`config.mk`:
```
export PLATFORM = sky130hd
export DESIGN_NAME = mm_drain
export DESIGN_NICKNAME = d
export VERILOG_FILES = /design/src/rtl/mm_drain.sv
export SDC_FILE = /design/constraint.sdc
export NUM_CORES = 1
export LEC_CHECK = 0
export BUFFER_PORTS_ARGS = -buffer_cell sky130_fd_sc_hd__buf_2
export CORE_UTILIZATION = 53
export CTS_CLUSTER_SIZE = 28
export DETAILED_ROUTE_END_ITERATION = 10
export MAX_ROUTING_LAYER = met4
export PLACE_DENSITY = 0.81
export SLEW_MARGIN = 5
export SYNTH_ARGS = -nofsm -noshare
export SYNTH_HDL_FRONTEND = slang
export SYNTH_SLANG_ARGS = --single-unit
```
`constraint.sdc`:
```
create_clock -name clk_i -period 10.7 [get_ports clk_i]
set_input_delay 1.605 -clock clk_i [delete_from_list [all_inputs] [get_ports clk_i]]
set_output_delay 1.605 -clock clk_i [all_outputs]
set_load 0.05 [all_outputs]
```
`src/rtl/mm_drain.sv`:
```
// Captures an N*N tile of (exp, acc) results on a rising done level and
// streams it out one element per cycle over a valid/ready handshake.
module mm_drain #(
  parameter int unsigned ACC_WIDTH = 32,
  parameter int unsigned EXP_WIDTH = 5,
  parameter int unsigned N         = 2,
  parameter int unsigned IDX_W     = (N * N > 1) ? $clog2(N * N) : 1
) (
  input  logic                         clk_i,
  input  logic                         rst_i,
  input  logic                         done_i,
  input  logic [N*N*EXP_WIDTH-1:0]     exp_in_i,
  input  logic [N*N*ACC_WIDTH-1:0]     acc_in_i,
  input  logic                         out_ready_i,
  input  logic                         ovf_clr_i,
  output logic                         out_valid_o,
  output logic [EXP_WIDTH-1:0]         out_exp_o,
  output logic [ACC_WIDTH-1:0]         out_acc_o,
  output logic [IDX_W-1:0]             out_idx_o,
  output logic                         out_last_o,
  output logic                         busy_o,
  output logic                         overrun_o
);

  localparam int unsigned NumElem = N * N;
  localparam logic [IDX_W-1:0] LastIdx = IDX_W'(NumElem - 1);

  typedef enum logic [0:0] {StIdle, StStream} state_e;

  state_e               state_q;
  logic                 done_q;
  logic                 overrun_q;
  logic [IDX_W-1:0]     idx_q;
  logic [EXP_WIDTH-1:0] exp_q [NumElem];
  logic [ACC_WIDTH-1:0] acc_q [NumElem];

  logic streaming, rise, xfer, last_xfer, capture, ovf_set;

  always_comb begin
    streaming = (state_q == StStream);
    rise      = done_i & ~done_q;
    xfer      = streaming & out_ready_i;
    last_xfer = xfer & (idx_q == LastIdx);
    // A new tile is only accepted when the storage is free or frees up on this edge.
    capture   = rise & (~streaming | last_xfer);
    ovf_set   = rise & streaming & ~last_xfer;
  end

  always_ff @(posedge clk_i or posedge rst_i) begin
    if (rst_i) begin
      state_q   <= StIdle;
      done_q    <= 1'b1;
      overrun_q <= 1'b0;
      idx_q     <= '0;
      for (int unsigned k = 0; k < NumElem; k++) begin
        exp_q[k] <= '0;
        acc_q[k] <= '0;
      end
    end else begin
      done_q <= done_i;

      if (ovf_set) begin
        overrun_q <= 1'b1;
      end else if (ovf_clr_i) begin
        overrun_q <= 1'b0;
      end

      if (capture) begin
        for (int unsigned k = 0; k < NumElem; k++) begin
          exp_q[k] <= exp_in_i[k*EXP_WIDTH +: EXP_WIDTH];
          acc_q[k] <= acc_in_i[k*ACC_WIDTH +: ACC_WIDTH];
        end
        idx_q   <= '0;
        state_q <= StStream;
      end else if (xfer) begin
        if (idx_q == LastIdx) begin
          state_q <= StIdle;
        end else begin
          idx_q <= idx_q + IDX_W'(1);
        end
      end
    end
  end

  always_comb begin
    out_valid_o = streaming;
    busy_o      = streaming;
    out_exp_o   = streaming ? exp_q[idx_q] : '0;
    out_acc_o   = streaming ? acc_q[idx_q] : '0;
    out_idx_o   = streaming ? idx_q : '0;
    out_last_o  = streaming & (idx_q == LastIdx);
    overrun_o   = overrun_q;
  end

endmodule

```
==> summary.md <==
| Metric | Value |
|---|---|
| Final period util | 37.3% |
| Number of post-CTS setup repair buffers | 0 |
| Slew margin rel. | 28.5% |
| Netlist area before placement | 0.00689 mm^2 |
| Top Metal Used | met4 |
| TritonCTS clock tree | yes |
| Vias in the first global route | 4511 |
| Post-synth top area cell | dfrtp_1 |
| Global-route wire length before repair | 22400 um |
| Top cells by area, synth | dfrtp_1 (55%), mux2_2 (18%), mux4_2 (12%) |
| Metal-1 WL | 5840 um |
| Critical setup path kind | reg -> out |
| Leakage | 3.85 nW |
| CP Data Required Time | 9.10 ns |
| Post-Syn Area per Cell | 16.4 um^2 |
| Minimum clock period | 3.99 ns |
| Via/cell ratio | 5.27 |
| Syn Nets | 575 |
| Starting Density | 54.4% |
| Hold Path Class | reg -> reg |
| Post-synthesis sequential area ratio | 55.6% |
| Resized cells post-CTS | 0 |
| WL met2 | 7180 um |
| Hold buffers post-CTS | 0 |
| Max Freq | 251 MHz |
| Clk slew on worst S/H paths | 0.05 ns |
| Pwr Density | 364 mW/mm^2 |
| Row count | 41 |
| EDFF count, synth | 0 |
| Routed len/inst | 17.5 um |
| Hold Violations, Final | 0 |
| Gr ovfl total | 0 |
| Final design utilization | 66.4% |
| Met3 wire len | 651 um |
| Placer Congestion | 0.735 |
| Input/output buffers | 195 |
| Layout cells sized above 1 | 60.4% |
| Area growth from synthesis to layout | 22.2% |
| Width of the die | 116 um |
| Predominant post-synthesis flop cell | dfrtp_1 |
| Status | finished, final reports clean |
| Antenna viol nets, final | 0 |
| Yosys top cell area share | 55.2% |
| Total track usage | 23.4% |
| Fin. max-slew vios | 0 |
| RSZ-0062 raised after global routing | false |
| Startpoint class of the critical path | flip-flop |
| Die area | 0.0135 mm^2 |
| Post-Synthesis Cells | 421 |
| Drt first-iter violations | 260 |
| Yosys reg bits | 153 |
| Peak VDD IR | 197 uV |
| Htree depth | 4 |
| Worst EP arrival | 2.39 ns |
| Setup TNS | 0 ns |
| TritonCTS Buffers | 17 |
| Top Ports | 196 |
| Root Buffer | clkbuf_16 |
| Post-Route WL | 13900 um |
| CTS Sinks | 153 |
| Initial antenna violation count | 1 |
| Dpl hpwl | 9390 um |
| # DRC | 0 |
| Clk_lat worst skew | 0.41 ns |
| Die height | 116 um |
| Asr flop ratio synth | 100% |
| Least-Margin Pin Slew | 1.07 ns |
| Count leader, synth | dfrtp_1 |
| Max_cap viols | 0 |
| Post-synth top cells | dfrtp_1 (152), mux2_2 (109), and2_1 (40), mux2_1 (39), mux4_2 (37) |
| Clk buf depth | 2 |
| Yosys warning count | 0 |
| Worst-path fanout max | 40 |
| Nets | 765 |
| # fillers | 955 |
| Core Area | 0.0127 mm^2 |
| Synth cell types | 21 |
| 1st-pass router iterations | 4 |
| Setup violations, final | 0 |
| Worst Clk Skew | 0.00803 ns |
| Largest net degree at the start of global routing | 78 |
| CP Capture Type | output pin |
| DR vias | 4188 |
[state kept, by name, summed over array words and instances (netlist names)]
register and flops:
exp_q 20, idx_q 2, done_q 1, acc_q 128, busy_o 1, overrun_o 1
[critical path: stages, from the launching register on]
cell and delay, ns:
dfrtp_2 0.34, buf_4 0.64, mux4_2 0.58, and2_1 0.18, buf_2 0.21
[cell usage in the layout (no fill, tap or decap), types with 2 or more instances in the layout]
cell	count
mux4_2	37
clkbuf_1	5
buf_4	5
and2_1	40
clkbuf_8	3
dfrtp_1	150
nor2_1	2
clkbuf_16	17
dfrtp_2	2
clkinv_2	4
nand2_1	3
mux2_1	39
mux2_2	109
buf_2	195
[final timing paths]
path / startpoint / endpoint / slack (ns) / depth (start not counted)
max in group asynchronous: rst_i / idx_q[1] / 7.92 / 3
hold reg to reg: acc_q[110] / acc_q[110] / 0.48 / 1
min in group asynchronous: rst_i / acc_q[55] / 1.32 / 2
setup / recovery: idx_q[0] / out_acc_o[3] / 6.71 / 4
setup reg to reg: idx_q[1] / acc_q[65] / 7.67 / 5
hold / removal: acc_q[110] / acc_q[110] / 0.48 / 1
[layout make-up]
cell class                      count  area, um^2  area share, %
Tap cell                          172         215           2.56
Sequential cell                   153        3830           45.5
Clock buffer                       25         485           5.77
Clock inverter                      4        20.0          0.238
Antenna cell                        1        2.50         0.0297
Multi-Input combinational cell    237        2840           33.7
Timing Repair Buffer              200        1010           12.0
Inverter                            2        12.5          0.149
[cell families (layout without fill, tap and decap cells)]
family          count (synthesis)  in the layout  share of synthesized area (%)
simple gates                   47             47                           4.11
buf+inv                        31            231                           3.32
mux                           186            186                           36.4
fa+ha+maj                       1              1                          0.182
flops                         153            153                           55.6
xor+xnor                        1              1                          0.127
compound gates                  2              2                          0.218
other cells                     0              1                              0
[routing by layer]
metal / up-vias / global-route usage, %
met3: 15 / 6.59
met2: 127 / 37.1
met4: 0 / 9.32
met1: 2140 / 28.3
met5: - / -
li1: 1906 / -
[where the power goes]
part	internal (mW)	leakage (nW)	switching (mW)	total [mW]
combinational	0.641	1.77	0.856	1.50
clock	0.309	0.253	0.208	0.517
sequential	0.870	1.83	0.182	1.05
total	1.82	3.85	1.25	3.07
[metrics by stage]
stage / total power, mW / cells / hold slack (ns) / setup slack, ns / cell area (um^2)
CTS: 3.10 / 793 / 0.482 / 6.62 / 8420
global placement: 2.51 / 764 / 0.462 / 7.11 / 7910
floorplan: 2.26 / 421 / 0.452 / 4.98 / 6890
finish: 3.07 / 794 / 0.481 / 6.71 / 8420
global route: 3.24 / 794 / 0.496 / 6.53 / 8420
detailed placement: 2.57 / 764 / 0.469 / 7.08 / 7910
(Power assumes the default switching activity.)
